**config.mk**
```make
export PLATFORM = sky130hd
export DESIGN_NAME = spm_stream_ctrl
export DESIGN_NICKNAME = d
export VERILOG_FILES = /design/src/rtl/spm_pkg.sv /design/src/rtl/spm_rr_ptr.sv /design/src/rtl/spm_stream_ctrl.sv
export SDC_FILE = /design/constraint.sdc
export NUM_CORES = 1
export LEC_CHECK = 0
export ABC_AREA = 1
export BUFFER_PORTS_ARGS = -buffer_cell sky130_fd_sc_hd__buf_2
export CORE_ASPECT_RATIO = 0.9
export CORE_MARGIN = 2
export CORE_UTILIZATION = 45
export DETAILED_ROUTE_END_ITERATION = 10
export HOLD_SLACK_MARGIN = 0.12
export PLACE_DENSITY = 0.93
export REMOVE_ABC_BUFFERS = 1
export SYNTH_ARGS = -nofsm -noshare
export SYNTH_HDL_FRONTEND = slang
export SYNTH_HIERARCHICAL = 1
export SYNTH_SLANG_ARGS = --single-unit
```
**constraint.sdc**
```tcl
create_clock -name clk -period 2.2 [get_ports clk]
set_input_delay 0.11 -clock clk [delete_from_list [all_inputs] [get_ports clk]]
set_output_delay 0.11 -clock clk [all_outputs]
set_load 0.01 [all_outputs]
```
**src/rtl/spm_pkg.sv**
```systemverilog
// Shared types for the scratchpad stream controller: distribution modes,
// per-direction FSM states and the channel-select width helper.
package spm_pkg;

    typedef enum logic [1:0] {
        DIST_FIXED = 2'd0,
        DIST_RR    = 2'd1,
        DIST_BCAST = 2'd2,
        DIST_RSVD  = 2'd3
    } dist_mode_e;

    typedef enum logic [1:0] {
        IDLE = 2'd0,
        RUN  = 2'd1,
        DONE = 2'd2
    } stream_state_e;

    // Channel selects stay at least one bit wide so single-channel builds elaborate.
    function automatic int unsigned sel_width(input int unsigned n);
        return (n > 1) ? $clog2(n) : 1;
    endfunction

endpackage

```
**src/rtl/spm_rr_ptr.sv**
```systemverilog
// Channel pointer: loads a start channel, then steps round-robin over
// channels 0..N-1 (N need not be a power of two).
module spm_rr_ptr
    import spm_pkg::*;
#(
    parameter int unsigned N = 2
) (
    input  logic                      clk,
    input  logic                      rst,
    input  logic                      load,
    input  logic [sel_width(N)-1:0]   load_val,
    input  logic                      advance,
    output logic [sel_width(N)-1:0]   ptr
);

    localparam int unsigned W = sel_width(N);

    always_ff @(posedge clk or posedge rst) begin
        if (rst) begin
            ptr <= '0;
        end else if (load) begin
            ptr <= load_val;
        end else if (advance) begin
            ptr <= (ptr >= W'(N - 1)) ? '0 : ptr + 1'b1;
        end
    end

endmodule

```
**src/rtl/spm_stream_ctrl.sv**
```systemverilog
// Streams bus-side words into mesh ingress FIFOs (fixed / round-robin /
// broadcast) and gathers egress FIFO words back to the bus side.
module spm_stream_ctrl
    import spm_pkg::*;
#(
    parameter int unsigned NUM_INGRESS_PE = 2,
    parameter int unsigned NUM_EGRESS_PE  = 2,
    parameter int unsigned DATA_WIDTH     = 32,
    parameter int unsigned PID_WIDTH      = 4,
    parameter int unsigned FIFO_WIDTH     = DATA_WIDTH + PID_WIDTH,
    parameter int unsigned CNT_WIDTH      = 9
) (
    input  logic                                  clk,
    input  logic                                  rst,
    input  logic                                  cfg_start,
    input  logic                                  cfg_abort,
    input  logic [CNT_WIDTH-1:0]                  cfg_num_words_in,
    input  logic [CNT_WIDTH-1:0]                  cfg_num_words_out,
    input  logic [PID_WIDTH-1:0]                  cfg_pkt_id,
    input  logic [1:0]                            cfg_dist_mode,
    input  logic [sel_width(NUM_INGRESS_PE)-1:0]  cfg_in_sel,
    input  logic                                  cfg_gather_rr,
    input  logic [sel_width(NUM_EGRESS_PE)-1:0]   cfg_out_sel,
    input  logic                                  in_vld,
    output logic                                  in_rdy,
    input  logic [DATA_WIDTH-1:0]                 in_data,
    output logic [NUM_INGRESS_PE-1:0]             ingress_enqueue,
    output logic [FIFO_WIDTH-1:0]                 ingress_wdata,
    input  logic [NUM_INGRESS_PE-1:0]             ingress_full,
    output logic [NUM_EGRESS_PE-1:0]              egress_dequeue,
    input  logic [FIFO_WIDTH-1:0]                 egress_rdata [NUM_EGRESS_PE],
    input  logic [NUM_EGRESS_PE-1:0]              egress_empty,
    output logic                                  out_vld,
    input  logic                                  out_rdy,
    output logic [DATA_WIDTH-1:0]                 out_data,
    output logic                                  pkt_ingress_fin,
    output logic                                  kernel_fin,
    output logic                                  busy
);

    localparam int unsigned IN_W  = sel_width(NUM_INGRESS_PE);
    localparam int unsigned OUT_W = sel_width(NUM_EGRESS_PE);

    stream_state_e              in_st, in_st_n, out_st, out_st_n;
    dist_mode_e                 in_mode;
    logic [CNT_WIDTH-1:0]       in_num, out_num, in_cnt, out_cnt;
    logic [PID_WIDTH-1:0]       pkt_id;
    logic                       gather_rr;
    logic [IN_W-1:0]            in_ptr;
    logic [OUT_W-1:0]           out_ptr;
    logic [NUM_INGRESS_PE-1:0]  in_tgt;
    logic                       in_hs, out_hs, start_ok, in_last, out_last;
    logic                       unused_pid;

    assign busy     = (in_st == RUN) || (out_st == RUN);
    assign start_ok = cfg_start && !busy && !cfg_abort;
    assign in_last  = (in_cnt == in_num - 1'b1);
    assign out_last = (out_cnt == out_num - 1'b1);

    spm_rr_ptr #(.N(NUM_INGRESS_PE)) u_in_ptr (
        .clk      (clk),
        .rst      (rst),
        .load     (start_ok),
        .load_val (cfg_in_sel),
        .advance  (in_hs && (in_mode == DIST_RR) && !cfg_abort),
        .ptr      (in_ptr)
    );

    spm_rr_ptr #(.N(NUM_EGRESS_PE)) u_out_ptr (
        .clk      (clk),
        .rst      (rst),
        .load     (start_ok),
        .load_val (cfg_out_sel),
        .advance  (out_hs && gather_rr && !cfg_abort),
        .ptr      (out_ptr)
    );

    always_ff @(posedge clk or posedge rst) begin
        if (rst) begin
            in_st  <= IDLE;
            out_st <= IDLE;
        end else begin
            in_st  <= in_st_n;
            out_st <= out_st_n;
        end
    end

    always_comb begin
        in_st_n  = in_st;
        out_st_n = out_st;
        if (cfg_abort) begin
            in_st_n  = IDLE;
            out_st_n = IDLE;
        end else if (start_ok) begin
            in_st_n  = RUN;
            out_st_n = RUN;
        end else begin
            if (in_st == RUN && (in_num == '0 || (in_hs && in_last)))
                in_st_n = DONE;
            if (out_st == RUN && (out_num == '0 || (out_hs && out_last)))
                out_st_n = DONE;
        end
    end

    always_comb begin
        in_tgt = '0;
        if (in_st == RUN && in_num != '0) begin
            for (int unsigned i = 0; i < NUM_INGRESS_PE; i++)
                in_tgt[i] = (in_mode == DIST_BCAST) || (in_ptr == IN_W'(i));
        end
        // Any full target stalls the word; broadcast never partially enqueues.
        in_rdy          = (in_tgt != '0) && ((in_tgt & ingress_full) == '0);
        in_hs           = in_vld && in_rdy;
        ingress_enqueue = in_hs ? in_tgt : '0;
        ingress_wdata   = (in_st == RUN) ? FIFO_WIDTH'({pkt_id, in_data}) : '0;

        out_vld                 = (out_st == RUN) && (out_num != '0) && !egress_empty[out_ptr];
        out_hs                  = out_vld && out_rdy;
        egress_dequeue          = '0;
        egress_dequeue[out_ptr] = out_hs;
        out_data                = (out_st == RUN) ? egress_rdata[out_ptr][DATA_WIDTH-1:0] : '0;

        unused_pid = 1'b0;
        for (int unsigned i = 0; i < NUM_EGRESS_PE; i++)
            unused_pid = unused_pid ^ (^egress_rdata[i][FIFO_WIDTH-1:DATA_WIDTH]);
    end

    always_ff @(posedge clk or posedge rst) begin
        if (rst) begin
            in_num          <= '0;
            out_num         <= '0;
            in_cnt          <= '0;
            out_cnt         <= '0;
            pkt_id          <= '0;
            in_mode         <= DIST_FIXED;
            gather_rr       <= 1'b0;
            pkt_ingress_fin <= 1'b0;
            kernel_fin      <= 1'b0;
        end else if (cfg_abort) begin
            pkt_ingress_fin <= 1'b0;
            kernel_fin      <= 1'b0;
        end else if (start_ok) begin
            in_num          <= cfg_num_words_in;
            out_num         <= cfg_num_words_out;
            in_cnt          <= '0;
            out_cnt         <= '0;
            pkt_id          <= cfg_pkt_id;
            in_mode         <= dist_mode_e'(cfg_dist_mode);
            gather_rr       <= cfg_gather_rr;
            pkt_ingress_fin <= 1'b0;
            kernel_fin      <= 1'b0;
        end else begin
            if (in_hs)
                in_cnt <= in_cnt + 1'b1;
            if (out_hs)
                out_cnt <= out_cnt + 1'b1;
            if (in_st == RUN && in_st_n == DONE)
                pkt_ingress_fin <= 1'b1;
            if (out_st == RUN && out_st_n == DONE)
                kernel_fin <= 1'b1;
        end
    end

endmodule

```
After elaboration in Yosys (flattened, before gate mapping)
Cells that the tools add are included.
- add/subtract/negate cells: 6
- bitwise operators: 5
- multiplexer cells: 33
- eq/ne operators: 8
- reduce and logical (&&, ||, !) cells: 42
- magnitude comparators: 5
- operators with widths (operator ; count):
    $mux W32 ; 4
    $mux W36 ; 1
    $mux W9 ; 4
    $logic_and A1 B1 Y1 ; 19
    $add A9 B1 Y9 const B ; 2
    $eq A9 B9 Y1 ; 2
    $logic_not A9 Y1 ; 2
    $reduce_bool A9 Y1 ; 2
    $sub A9 B1 Y9 const B ; 2
    $mux W2 ; 8
    $mux W1 ; 15
    $reduce_bool A2 Y1 ; 5
    $eq A2 B1 Y1 const B ; 3
    $eq A2 B2 Y1 const B ; 3
    $reduce_and A2 Y1 ; 3
    $reduce_bool A3 Y1 ; 2
    $logic_or A1 B1 Y1 ; 5
    $and A2 B2 Y2 ; 2
    $ge A1 B1 Y1 const B ; 3
    $logic_not A1 Y1 ; 3
    $add A1 B1 Y1 const B ; 2
    $ge A2 B2 Y1 const B ; 1
    $logic_not A2 Y1 ; 1
    $lt A1 B2 Y1 const B ; 1
    other kinds (3) ; 4
- word-level logic and storage cells: 112
- flip-flop bits (word level): 51
- bits of input ports: 141
- output and inout port bits: 77

Logic depth before layout (Yosys ltp)
Gate-level depths: netlist of run 1.
- depth after elaboration: 18
- depth in mapped cells: 15
- depth with buffers taken out: 15

Cells and area by module
Netlist of run 1, hierarchy kept.
- modules (own cells, without submodules) (module ; area each (µm²) ; times used ; cells an instance):
    spm_stream_ctrl ; 3719.8 ; 1 ; 609
    spm_rr_ptr ; 61.3 ; 2 ; 10

Worst setup path after synthesis of run 1
OpenSTA, ideal clock, no wires.
- path kind: register to register
- start point: register in_num[0]
- end point: register u_in_ptr.ptr
- clock period less this slack: 1630 ps
- cell stages (with the launch flop): 11
- setup time: 117 ps
- data arrival time: 1513 ps
- required time: 2083 ps
- path slack: 570 ps
- path buffers: 0
- cell sequence: dfrtp_1 > inv_1 > ha_1 > nand3_1 > nor2_1 > nor3_1 > nand3_1 > nor3_1 > inv_1 > nand3_1 > nand2_1
- cells in the longest elaborated chain, start to end: 10
- RTL lines (element ; line ; RTL):
    from (decl) ; spm_stream_ctrl.sv:46 ; logic [CNT_WIDTH-1:0] in_num, out_num, in_cnt, out_cnt;
    from (signal assigned) ; spm_stream_ctrl.sv:143 ; in_num <= cfg_num_words_in;
    $reduce_bool A9 Y1 (*) ; spm_stream_ctrl.sv:107 ; if (in_st == RUN && in_num != '0) begin
    $logic_and A1 B1 Y1 (*) ; spm_stream_ctrl.sv:107 ;
    $mux W2 (*) ; spm_stream_ctrl.sv:107 ;
    $and A2 B2 Y2 ; spm_stream_ctrl.sv:112 ; in_rdy = (in_tgt != '0) && ((in_tgt & ingress_full) == '0);
    $logic_not A2 Y1 ; spm_stream_ctrl.sv:112 ;
    $logic_and A1 B1 Y1 (*) ; spm_stream_ctrl.sv:112 ;
    net in_rdy ; spm_stream_ctrl.sv:25 ; output logic in_rdy,
    $logic_and A1 B1 Y1 (*) ; spm_stream_ctrl.sv:113 ; in_hs = in_vld && in_rdy;
    $logic_and A1 B1 Y1 (*) (2 in a row) ; spm_stream_ctrl.sv:65 ; .advance (in_hs && (in_mode == DIST_RR) && !cfg_abort),
    $reduce_bool A2 Y1 (no line) (*) ; n/a ;
    to (signal assigned) ; spm_rr_ptr.sv:22 ; ptr <= load_val;
    to (signal assigned) ; spm_rr_ptr.sv:24 ; ptr <= (ptr >= W'(N - 1)) ? '0 : ptr + 1'b1;
    to (decl) ; spm_rr_ptr.sv:13 ; output logic [sel_width(N)-1:0] ptr
Mark *: on every way through the listed nets, which the timed path passes. The rest lies on a longest branch.
A chain may end at the register's enable or synchronous reset.

Final worst setup path of run 1
- start point: register in_num[0]
- end point: register in_cnt[5]
- cells in the longest elaborated chain, start to end: 9
- RTL lines (element ; line ; RTL):
    $reduce_bool A9 Y1 (*) ; spm_stream_ctrl.sv:107 ;
    $logic_and A1 B1 Y1 (*) ; spm_stream_ctrl.sv:107 ;
    $mux W2 (*) ; spm_stream_ctrl.sv:107 ;
    $and A2 B2 Y2 ; spm_stream_ctrl.sv:112 ;
    $logic_not A2 Y1 ; spm_stream_ctrl.sv:112 ;
    $logic_and A1 B1 Y1 (*) ; spm_stream_ctrl.sv:112 ;
    $logic_and A1 B1 Y1 (*) ; spm_stream_ctrl.sv:113 ;
    $reduce_bool A2 Y1 (no line) (*) ; n/a ;
    $reduce_and A2 Y1 (no line) (*) ; n/a ;
    to (signal assigned) ; spm_stream_ctrl.sv:154 ; in_cnt <= in_cnt + 1'b1;
    to (decl) ; spm_stream_ctrl.sv:46 ;
Mark *: on every way between the ends. The rest lies on a longest branch, timed or not.

==> results of run 1 <==
## cell usage after synthesis
cell / instances / area share, %
sky130_fd_sc_hd__xor2_1: 12 / 2.7
sky130_fd_sc_hd__nand3_4: 1 / 0.46
sky130_fd_sc_hd__xnor2_1: 5 / 1.1
sky130_fd_sc_hd__a22o_1: 1 / 0.23
sky130_fd_sc_hd__nor3_1: 8 / 1.0
sky130_fd_sc_hd__o21ai_0: 37 / 4.8
sky130_fd_sc_hd__nor2_8: 1 / 0.52
sky130_fd_sc_hd__nor4_1: 2 / 0.33
sky130_fd_sc_hd__inv_2: 1 / 0.098
sky130_fd_sc_hd__dfrtp_1: 51 / 33
sky130_fd_sc_hd__nand3_1: 31 / 4.0
sky130_fd_sc_hd__buf_2: 3 / 0.39
sky130_fd_sc_hd__nor2_4: 2 / 0.59
sky130_fd_sc_hd__inv_4: 1 / 0.16
sky130_fd_sc_hd__buf_4: 3 / 0.59
sky130_fd_sc_hd__nor2_2: 1 / 0.16
sky130_fd_sc_hd__clkbuf_1: 15 / 1.5
sky130_fd_sc_hd__nor2_1: 79 / 7.7
sky130_fd_sc_hd__nor3_4: 1 / 0.42
sky130_fd_sc_hd__nand4_1: 6 / 0.98
sky130_fd_sc_hd__nand2_1: 212 / 21
sky130_fd_sc_hd__buf_1: 1 / 0.098
sky130_fd_sc_hd__a21oi_1: 43 / 5.6
sky130_fd_sc_hd__nand2_2: 3 / 0.49
sky130_fd_sc_hd__ha_1: 6 / 2.0
sky130_fd_sc_hd__inv_1: 103 / 10
## per-stage QoR
step	instances	utilization [%]	hold slack, ps	TNS [ps]	setup slack (ps)
2_1_floorplan	607	-	-161	-31310	-1020
3_3_place_gp	940	61.3	12.8	0	339
3_5_place_dp	940	61.3	10.6	0	290
4_1_cts	975	65.6	126	0	254
5_1_grt	977	65.7	152	0	33.6
6_report	977	65.7	140	0	242
## cell usage in the layout, fill, tap and decap left out
cell | synthesis | final
sky130_fd_sc_hd__xnor2_1 | 5 | 5
sky130_fd_sc_hd__xor2_1 | 12 | 12
sky130_fd_sc_hd__a22o_1 | 1 | 1
sky130_fd_sc_hd__buf_2 | 3 | 209
sky130_fd_sc_hd__clkbuf_1 | 15 | 2
sky130_fd_sc_hd__o21ai_0 | 37 | 37
sky130_fd_sc_hd__nor2_8 | 1 | 1
sky130_fd_sc_hd__nor4_1 | 2 | 2
sky130_fd_sc_hd__ha_1 | 6 | 5
sky130_fd_sc_hd__inv_4 | 1 | 1
sky130_fd_sc_hd__buf_4 | 3 | 8
sky130_fd_sc_hd__nor3_1 | 8 | 8
sky130_fd_sc_hd__a21oi_1 | 43 | 43
sky130_fd_sc_hd__buf_12 | 0 | 1
sky130_fd_sc_hd__nand2_2 | 3 | 3
sky130_fd_sc_hd__nand2_1 | 212 | 212
sky130_fd_sc_hd__diode_2 | 0 | 2
sky130_fd_sc_hd__nor3_4 | 1 | 1
sky130_fd_sc_hd__clkinv_2 | 0 | 1
sky130_fd_sc_hd__dlygate4sd3_1 | 0 | 27
sky130_fd_sc_hd__nand4_1 | 6 | 6
sky130_fd_sc_hd__nor2_4 | 2 | 3
sky130_fd_sc_hd__clkbuf_8 | 0 | 5
sky130_fd_sc_hd__inv_1 | 103 | 102
sky130_fd_sc_hd__nand3_1 | 31 | 31
sky130_fd_sc_hd__ha_2 | 0 | 1
sky130_fd_sc_hd__dfrtp_1 | 51 | 51
sky130_fd_sc_hd__nor2_1 | 79 | 79
sky130_fd_sc_hd__nand3_4 | 1 | 1
sky130_fd_sc_hd__inv_2 | 1 | 2
## layout make-up
| class | instances | area share, % |
|---|---|---|
| Multi-Input combinational cell | 451 | 38.7 |
| Timing Repair Buffer | 245 | 26.0 |
| Sequential cell | 51 | 23.7 |
| Inverter | 105 | 7.37 |
| Tap cell | 115 | 2.68 |
| Clock buffer | 7 | 1.42 |
| Clock inverter | 1 | 0.0930 |
| Antenna cell | 2 | 0.0930 |
## flip-flops by register name, indices dropped and copies added (netlist names), 2 cells and up
signal	flops
in_cnt	9
in_num	9
out_cnt	9
out_num	9
pkt_id	4
in_mode	2
in_st	2
out_st	2
## layer usage
layer | up-vias | part of all wire (%) | global-route usage (%)
met5 | - | 0 | 0
met3 | 32 | 9.3 | 8.77
li1 | 2373 | - | -
met4 | 0 | 3.8 | 12.7
met1 | 2125 | 40 | 38.4
met2 | 223 | 47 | 48.1
## power groups by stage
stage	Combinational, mW	Sequential (mW)	Clock, mW
floorplan	1.42	1.42	0
global placement	2.15	1.42	0
detailed placement	2.20	1.43	0
CTS	2.24	1.42	0.543
global route	2.58	1.46	0.595
finish	2.28	1.42	0.533
## critical path, cell delays in order, from the launching register on
cell and delay [ps]:
sky130_fd_sc_hd__dfrtp_1 390, sky130_fd_sc_hd__inv_1 130, sky130_fd_sc_hd__ha_1 170, sky130_fd_sc_hd__nand3_1 80, sky130_fd_sc_hd__nor2_1 220, sky130_fd_sc_hd__nor2_1 60
sky130_fd_sc_hd__nand3_1 150, sky130_fd_sc_hd__nand2_1 70, sky130_fd_sc_hd__nand2_1 200, sky130_fd_sc_hd__inv_1 160, sky130_fd_sc_hd__nand3_1 90, sky130_fd_sc_hd__o21ai_0 100
## logic make-up after synthesis
| logic type | Yosys count | synth area share (%) |
|---|---|---|
| AO/OA/AOI/OAI | 81 | 10.6 |
| XOR/XNOR | 17 | 3.87 |
| adder cells (fa/ha/maj) | 6 | 1.95 |
| buffers and inverters | 127 | 12.9 |
| flip-flops | 51 | 33.2 |
| AND/OR/NAND/NOR | 347 | 37.4 |
## worst paths after layout
path                                        start                   endpoint  slack, ps
max                         in_num[0]$_DFFE_PP0P_      in_cnt[5]$_DFFE_PP0P_        240
min                                    cfg_in_sel   u_in_ptr/ptr$_DFFE_PP0P_        140
max reg2reg                 in_num[0]$_DFFE_PP0P_      in_cnt[5]$_DFFE_PP0P_        240
min reg2reg                out_num[7]$_DFFE_PP0P_     out_num[7]$_DFFE_PP0P_        530
max in group asynchronous                     rst        out_st[1]$_DFF_PP0_       1290
min in group asynchronous                     rst  u_out_ptr/ptr$_DFFE_PP0P_        230
## timing repair
| action | 4_1_cts | 5_1_grt |
|---|---|---|
| hold buffers | 27 | 0 |
| resized for setup | 0 | 1 |
| setup endpoints to repair | 0 | 1 |
| hold endpoints to repair | 41 | 0 |
==> run summary, run 1 <==
The flow ran to the end, and the final reports show no timing, DRC or antenna violations. The count of synthesis-stage warnings from yosys came out at 6. The number of nets in the finished design came out at 1006.

The mean instance size in the synthesized netlist came out at 6.11 um2. The clock reaches the later pin of the worst-skew pair after 310 ps. The detailed router finished its first iteration with 301 violations.

The number of antenna violations at the first check in global routing came out at 2. After synthesis the netlist holds a flip-flop and latch count of 51. The clock buffer count from CTS is 5. The half-perimeter wire length after placement is 11300 um.

Setup repair after global routing left no endpoint under its margin. The first global-routing pass estimated 21700 um of wire. TritonCTS built the clock tree.

Clock skew on the completed layout was measured at 26.9 ps. The worst slew margin relative to its limit came out at 53.4%. The required arrival time at the worst endpoint came out at 2370 ps. For the pin with the worst max-slew slack, the measured transition is 698 ps.

The number of core rows came out at 31. CTS placed an instance of sky130_fd_sc_hd__clkbuf_8 at the clock tree root. The clock net sink count came out at 51. The number of max-cap violations is 0.

The count of input and output buffers is 209. The filler cells instantiated in the layout total 759. In the final layout, the multi-input gates occupy 0.00208 mm2. The count of pins over their slew limit is 0. The global routing usage summed across all routing layers came out at 30.3%. The average via count per standard cell came out at 4.86. The aggregate routed wire length is 14400 um. In this run the power spent charging and discharging nets is 2.01 mW. The peak ir drop on the vdd network is 0.000500 V.

The start-to-end type of the worst setup path is reg2reg. Once detail routing completed, the nets flagged for antenna violations numbered 0. The area of all sequential standard cells came out at 0.00128 mm2. After global routing the overflow that remains totals 0. The path depth of the worst reg2reg path came out at 11. The power per cell area is 788 mW/mm2. The average wire length per cell after detail routing is 14.7 um. The clock transition at the register clock pins on the worst setup and hold paths after CTS came out at 90 ps. The sequential fraction of the synthesis area came out at 33.2%. The final design instance area without fill is 0.00538 mm2. The total of endpoints with negative setup slack in the final report came out at 0. The number of cells on the worst hold path is 5. The fraction of layout cells with a size suffix above 1 came out at 27.6%.

The number of optimization iterations in the first detailed-route pass came out at 6. The clock network accounts for 12.6% of the total power. The area of the core came out at 0.00818 mm2. The part of the power in registers is 33.6%. The shortest clock period the worst path allows after layout is 1960 ps. The min-delay analysis places its worst path in the category in2reg.

The count of vias placed by the detailed router came out at 4753. The overall power after layout is 4.24 mW. The die is 101 um wide. Dividing the final minimum period by the clock period gives 89.0%. The final weighted congestion of routability-driven global placement is 0.971.

The cell area after placement came out at 0.00502 mm2. In this run switching power makes up 47.5% of total power. The I/O pin count came out at 218.

The largest net degree at the start of global routing came out at 39. STA classifies the critical path startpoint as a register. The number of hold violations in the final report is 0. The number of unique standard cell types used by synthesis came out at 26. In this run the deepest clock path goes through 2 buffers. Data arrives at the worst endpoint at 2130 ps. The floorplan die area is 0.00930 mm2. The internal portion of the total power is 2.23 mW. The combinational power share came out at 53.8%. The effective utilization at floorplan is 47.0%. The number of instances in the synthesized netlist came out at 629. The post-synth design cell area came out at 0.00384 mm2. The via count of the first global-routing pass came out at 4253. Static timing analysis puts the maximum clock frequency at 0.511 GHz. The number of H-tree levels came out at 2. The largest fanout on the critical path came out at 8. The total setup buffers inserted after CTS came out at 0. The die height came out at 91.7 um. The reported leakage power came out at 3.22 nW. The post-detailed-route DRC marker count came out at 0. The layout overhead on the synthesized area came out at 40.0%. The category of the worst setup path capture point is a register.
Note: power is estimated with default switching activity, not from simulation.
==> inputs of run 2 (changes only) <==
--- a/config.mk
+++ b/config.mk
@@ -8,7 +8,6 @@
 export ABC_AREA = 1
 export BUFFER_PORTS_ARGS = -buffer_cell sky130_fd_sc_hd__buf_2
 export CORE_ASPECT_RATIO = 0.9
-export CORE_MARGIN = 2
 export CORE_UTILIZATION = 45
 export DETAILED_ROUTE_END_ITERATION = 10
 export HOLD_SLACK_MARGIN = 0.12
==> run summary, run 2 (synthesized netlist as in run 1, its figures left out) <==
The run finished with clean final reports. The clock net sink count came out at 51. Data on the critical path arrives at its endpoint at 2160 ps. Summing internal, switching and leakage power gives 4.37 mW. The floorplan die area came out at 0.00891 mm2. The die height is 89.7 um. The average wire length per cell after detail routing is 15.8 um. The insertion delay to the later sink of the worst-skew pair is 310 ps. The number of hold violations in the final report is 0. The start-to-end type of the worst setup path is reg2reg. The global routing usage summed across all routing layers is 33.3%. The worst-case IR drop observed on VDD is 0.000506 V. The final setup skew is 15.6 ps. The worst path in the final design needs a cycle of 1980 ps, including I/O delays and setup. The final critical-path share of the clock period came out at 90.1%. The effective utilization at floorplan is 47.2%.

The number of antenna violations at the first check in global routing is 2. The area of the core is 0.00815 mm2. The number of optimization iterations in the first detailed-route pass came out at 5. The antenna violation net count after detailed routing is 0. The H-tree was split into 2 levels. The cell count after placement came out at 922. Leaving out fill and tap cells, the most frequent cells in the layout are 211 x sky130_fd_sc_hd__nand2_1, 209 x sky130_fd_sc_hd__buf_2, 102 x sky130_fd_sc_hd__inv_1, 79 x sky130_fd_sc_hd__nor2_1, 51 x sky130_fd_sc_hd__dfrtp_1. The number of nets in the finished design is 1006. The detailed router placed 4793 vias in this run.

The x dimension of the die came out at 99.4 um. After detailed routing, the number of remaining DRC violations is 0. The category of the worst setup path capture point is a register. The maximum clock insertion buffer count is 2. Clock-pin slew was measured on the worst setup and hold paths at 110 ps. The measured slew at the worst slew-check pin is 641 ps. Detailed placement finished with a half-perimeter wire length of 11700 um.

The layout overhead on the synthesized area is 39.9%. For the final routed database, the setup TNS stands at 0 ps. The number of max-cap violations came out at 0. The first global-routing pass estimated 22100 um of wire.

The count of input and output buffers came out at 209. The aggregate routed wire length is 15200 um. The final weighted congestion of routability-driven global placement is 0.913. The routed design uses 1580 um of met3 wire. The power per cell area is 813 mW/mm2. The reported leakage power came out at 3.22 nW. The highest attainable clock frequency came out at 0.504 GHz. The most frequent standard cell in the layout excluding fill and tap cells is sky130_fd_sc_hd__nand2_1. The total of endpoints with negative setup slack in the final report is 0.

Along the worst path, the maximum fanout reaches 11. Setup repair after global routing left no endpoint under its margin. Routed signal wires occupy layers up through met4. The count of non-filler cells in the finished layout is 961.

The via count of the first global-routing pass is 4238. The type of the worst min-delay path is in2async. Clock tree synthesis selected as its root buffer the cell sky130_fd_sc_hd__clkbuf_8.

The I/O pin count is 218. TritonCTS built the clock tree. The clock buffer count from CTS came out at 5.

The number of core rows came out at 31. The routed length on met1 is 5680 um. The required arrival time at the worst endpoint is 2370 ps. The critical path startpoint category is a register. Entering global routing, the biggest net connects 50 pins.

The count of pins over their slew limit came out at 0. The wire length on met2 is 7010 um. After detailed routing, the number of vias per cell comes to 4.99. The fraction of layout cells with a size suffix above 1 is 27.6%. Global routing finished with a remaining overflow of 0. The worst slew margin relative to its limit is 57.3%. The number of DRC markers after the initial detailed-route iteration came out at 362.
[run 2: stage by stage]
step	setup WS (ps)	utilization [%]	hold slack, ps	instance area, um2
after floorplan	-1020	-	-161	3740
after detailed placement	219	61.0	16.6	4970
after global routing	8.37	65.9	242	5370
final	218	66.0	231	5370
after global placement	297	61.0	20.3	4970
after CTS	173	65.9	219	5370
[run 2: area by class of cell]
cell class                 count  area, um2
timing repair buffer         245       1390
clock inverter                 1       7.51
inverter                     105        397
clock buffer                   7       96.3
tap                           99        124
multi-input combinational    451       2080
sequential                    51       1280
fill                         769       2770
antenna                        2       5.00
[run 2: critical path, cell delays in order (launching register included)]
cell                      delay, ps
sky130_fd_sc_hd__dfrtp_1        390
sky130_fd_sc_hd__inv_1          120
sky130_fd_sc_hd__ha_1           160
sky130_fd_sc_hd__nand3_1         70
sky130_fd_sc_hd__nor2_1         230
sky130_fd_sc_hd__nor2_1          80
sky130_fd_sc_hd__nand3_1        160
sky130_fd_sc_hd__nand2_1         90
sky130_fd_sc_hd__nand2_2        170
sky130_fd_sc_hd__inv_1          140
sky130_fd_sc_hd__nand3_1         90
sky130_fd_sc_hd__o21ai_0        120
[run 2: power by group]
part           total (mW)  switching [mW]  internal [mW]  leakage (nW)
combinational        2.33            1.51          0.819          2.51
clock               0.614           0.327          0.287        0.0505
sequential           1.43           0.253           1.18         0.657
total                4.37            2.09           2.28          3.22
[run 2: repair_timing]
item	in CTS	in global routing
hold endpoints to repair	79	0
setup endpoints to repair	0	5
hold buffers	29	0
buffers inserted	0	0
gates resized for setup	0	1
[run 2: worst paths after layout]
check	start	endpoint	depth (start not counted)	slack, ps
worst max-delay path	in_num[0]$_DFFE_PP0P_	in_cnt[5]$_DFFE_PP0P_	11	220
worst min-delay path	rst	u_in_ptr/ptr$_DFFE_PP0P_	3	230
worst max register to register	in_num[0]$_DFFE_PP0P_	in_cnt[5]$_DFFE_PP0P_	11	220
worst min register to register	in_mode[1]$_DFFE_PP0P_	in_mode[1]$_DFFE_PP0P_	2	520
max in group asynchronous	rst	in_num[5]$_DFFE_PP0P_	4	1190
min in group clk	cfg_abort	in_st[0]$_DFF_PP0_	4	240
[run 2: per-layer routing]
| metal | GRT usage [%] | vias to the layer above |
|---|---|---|
| met4 | 20.3 | 0 |
| met1 | 38.5 | 2118 |
| met5 | 0 | - |
| li1 | - | 2382 |
| met2 | 54.2 | 244 |
| met3 | 11.5 | 49 |
==> inputs of run 3 (changes only) <==
--- a/config.mk
+++ b/config.mk
@@ -9,6 +9,7 @@
 export BUFFER_PORTS_ARGS = -buffer_cell sky130_fd_sc_hd__buf_2
 export CORE_ASPECT_RATIO = 0.9
 export CORE_UTILIZATION = 45
+export CTS_CLUSTER_DIAMETER = 40
 export DETAILED_ROUTE_END_ITERATION = 10
 export HOLD_SLACK_MARGIN = 0.12
 export PLACE_DENSITY = 0.93
==> constraint.sdc (replaced) <==
create_clock -name clk -period 2.01 [get_ports clk]
set_input_delay 0.1005 -clock clk [delete_from_list [all_inputs] [get_ports clk]]
set_output_delay 0.1005 -clock clk [all_outputs]
set_load 0.01 [all_outputs]
==> run summary, run 3 (synthesized netlist as in run 1, its figures left out) <==
The number of DRC markers after the initial detailed-route iteration came out at 301. Derived from the worst setup path, the maximum achievable clock frequency is 0.529 GHz. The worst slew margin relative to its limit came out at 55.9%. The data arrival time at the worst-slack endpoint came out at 1790 ps. The peak ir drop on the vdd network came out at 0.000519 V. For this design the ratio of total power to cell area is 881 mW/mm2. In this run the critical register-to-register path is launched from out_num[0]$_DFFE_PP0P_. The most critical setup path has its startpoint at in_num[0]$_DFFE_PP0P_. The count of non-filler cells in the finished layout is 964. The tree built by TritonCTS fans out to 51 sinks. TritonCTS built the clock tree. The count of input and output buffers is 209. The number of nets in the finished design came out at 1010. The fraction of layout cells with a size suffix above 1 is 28.2%. Clock latency on the worst-skew pair, taken at its later pin, is 320 ps. The aggregate routed wire length came out at 15400 um. Leaving out fill and tap cells, the most frequent cells in the layout are 212 x sky130_fd_sc_hd__nand2_1, 209 x sky130_fd_sc_hd__buf_2, 101 x sky130_fd_sc_hd__inv_1, 78 x sky130_fd_sc_hd__nor2_1, 51 x sky130_fd_sc_hd__dfrtp_1. After layout, the worst setup slack is 118 ps. The tightest min-delay check is of the in2reg type. The number of core rows is 31. Leaving out fill and tap cells, the most frequent cell in the layout is sky130_fd_sc_hd__nand2_1. STA classifies the critical path startpoint as a register. The maximum clock insertion buffer count is 2. The worst setup path is captured at an output pin. The reported leakage power is 3.24 nW. In this run the horizontal extent of the chip is 99.4 um. Across the run, the number of max-cap violations was 0. The wire length of the first global-routing pass came out at 22800 um. The required arrival time at the worst endpoint came out at 1910 ps. The number of filler cells placed in the layout is 690. The count of vias placed by the detailed router came out at 4872. The layout overhead on the synthesized area came out at 40.7%. Global routing consumed, over all layers together, 34.5% of the routing resources. After global routing the overflow that remains totals 0. In this run the standard cell core region covers 0.00815 mm2. The I/O pin count came out at 218. The via count of the first global-routing pass came out at 4404. The final setup skew is 18.6 ps. The clock period could shrink to 1890 ps.

Setup repair after global routing left no endpoint under its margin. In this run the critical register-to-register path is captured at out_st[0]$_DFF_PP0_. The slack of the worst reg-to-reg path is 200 ps.

The die height is 89.7 um. After clock tree synthesis, the clock-pin slew on the worst setup and hold paths is 110 ps. The count of pins over their slew limit came out at 0. The largest fanout on the critical path is 5. The setup slack at placement is 174 ps. The tree is rooted in a sky130_fd_sc_hd__clkbuf_8. Buffers inserted during clock tree synthesis total 5. The worst register-to-register path has a depth of 13. The final critical-path share of the clock period came out at 94.1%.

For the pin with the worst max-slew slack, the measured transition is 661 ps. The number of antenna violations at the first check in global routing came out at 1. The average via count per standard cell came out at 5.05. The number of optimization iterations in the first detailed-route pass came out at 5. The cell count after placement is 925. The largest net degree at the start of global routing came out at 39. Across all hold checks on the routed design, the worst slack comes to 143 ps.

The start-to-end type of the worst setup path is reg2out. The floorplan die area is 0.00891 mm2. The critical path ends at ingress_enqueue[0].

The post-detailed-route DRC marker count came out at 0. The average wire length per cell after detail routing came out at 15.9 um. The number of hold violations in the final report came out at 0. Setup violations remaining at the end of the flow were counted as 0. The effective utilization at floorplan is 47.2%. The half-perimeter wire length after placement came out at 11900 um.

The hold path startpoint is in_vld. The number of H-tree levels is 2. The count of nets left with antenna violations once routing finished came out at 0. The flow ran to the end, and the final reports show no timing, DRC or antenna violations. The final weighted congestion of routability-driven global placement came out at 0.935.
-- run 3: metal layers --
metal | vias up | share of wire (%) | GRT usage (%)
met1 | 2163 | 37 | 39.3
li1 | 2384 | - | -
met5 | - | 0 | 0
met4 | 0 | 8.5 | 26.9
met3 | 65 | 11 | 13.5
met2 | 260 | 43 | 53.2
-- run 3: layout make-up --
class | count | area [um2] | share of cell area [%]
sequential | 51 | 1280 | 23.6
tap | 99 | 124 | 2.29
inverter | 105 | 397 | 7.33
timing repair buffer | 249 | 1430 | 26.4
antenna | 1 | 2.50 | 0.0463
clock buffer | 6 | 82.6 | 1.53
multi-input combinational | 451 | 2080 | 38.5
clock inverter | 2 | 13.8 | 0.255
-- run 3: repair_timing --
action,CTS,global route
hold endpoints to repair,51,0
hold buffers,28,0
buffers inserted,0,2
resized for setup,0,3
endpoints found under the setup margin,0,7
-- run 3: where the power goes --
part	total [mW]	switching (mW)	internal, mW
combinational	2.55	1.63	0.914
sequential	1.56	0.273	1.29
clock	0.656	0.374	0.283
total	4.76	2.28	2.48
-- run 3: how the worst min path moves through the flow --
| stage | endpoint | slack, ps | depth (start not counted) |
|---|---|---|---|
| final | in_cnt[0]$_DFFE_PP0P_ | 140 | 3 |
| after global routing | in_cnt[0]$_DFFE_PP0P_ | 130 | 3 |
| after CTS | in_cnt[0]$_DFFE_PP0P_ | 120 | 3 |
| after detailed placement | u_in_ptr/ptr$_DFFE_PP0P_ | 8 | 2 |
| after global placement | u_in_ptr/ptr$_DFFE_PP0P_ | 10 | 2 |
| after floorplan | u_in_ptr/ptr$_DFFE_PP0P_ | -170 | 1 |
-- run 3: worst max-delay path, stage by stage (launching register included) --
cell and delay (ps):
sky130_fd_sc_hd__dfrtp_1 370, sky130_fd_sc_hd__inv_1 90, sky130_fd_sc_hd__ha_1 200, sky130_fd_sc_hd__nand3_1 100
sky130_fd_sc_hd__nor2_2 70, sky130_fd_sc_hd__nor2_1 80, sky130_fd_sc_hd__nand3_1 90, sky130_fd_sc_hd__buf_4 160
sky130_fd_sc_hd__a21oi_1 160, sky130_fd_sc_hd__buf_2 160
-- run 3: through the flow --
step	area, um2	total power, mW	TNS, ps	utilization, %
after floorplan	3740	3.11	-40170	-
final	5410	4.76	0	66.4
after detailed placement	5010	3.99	0	61.5
after CTS	5380	4.69	0	66.1
after global placement	5010	3.93	0	61.5
after global routing	5410	5.16	0	66.4
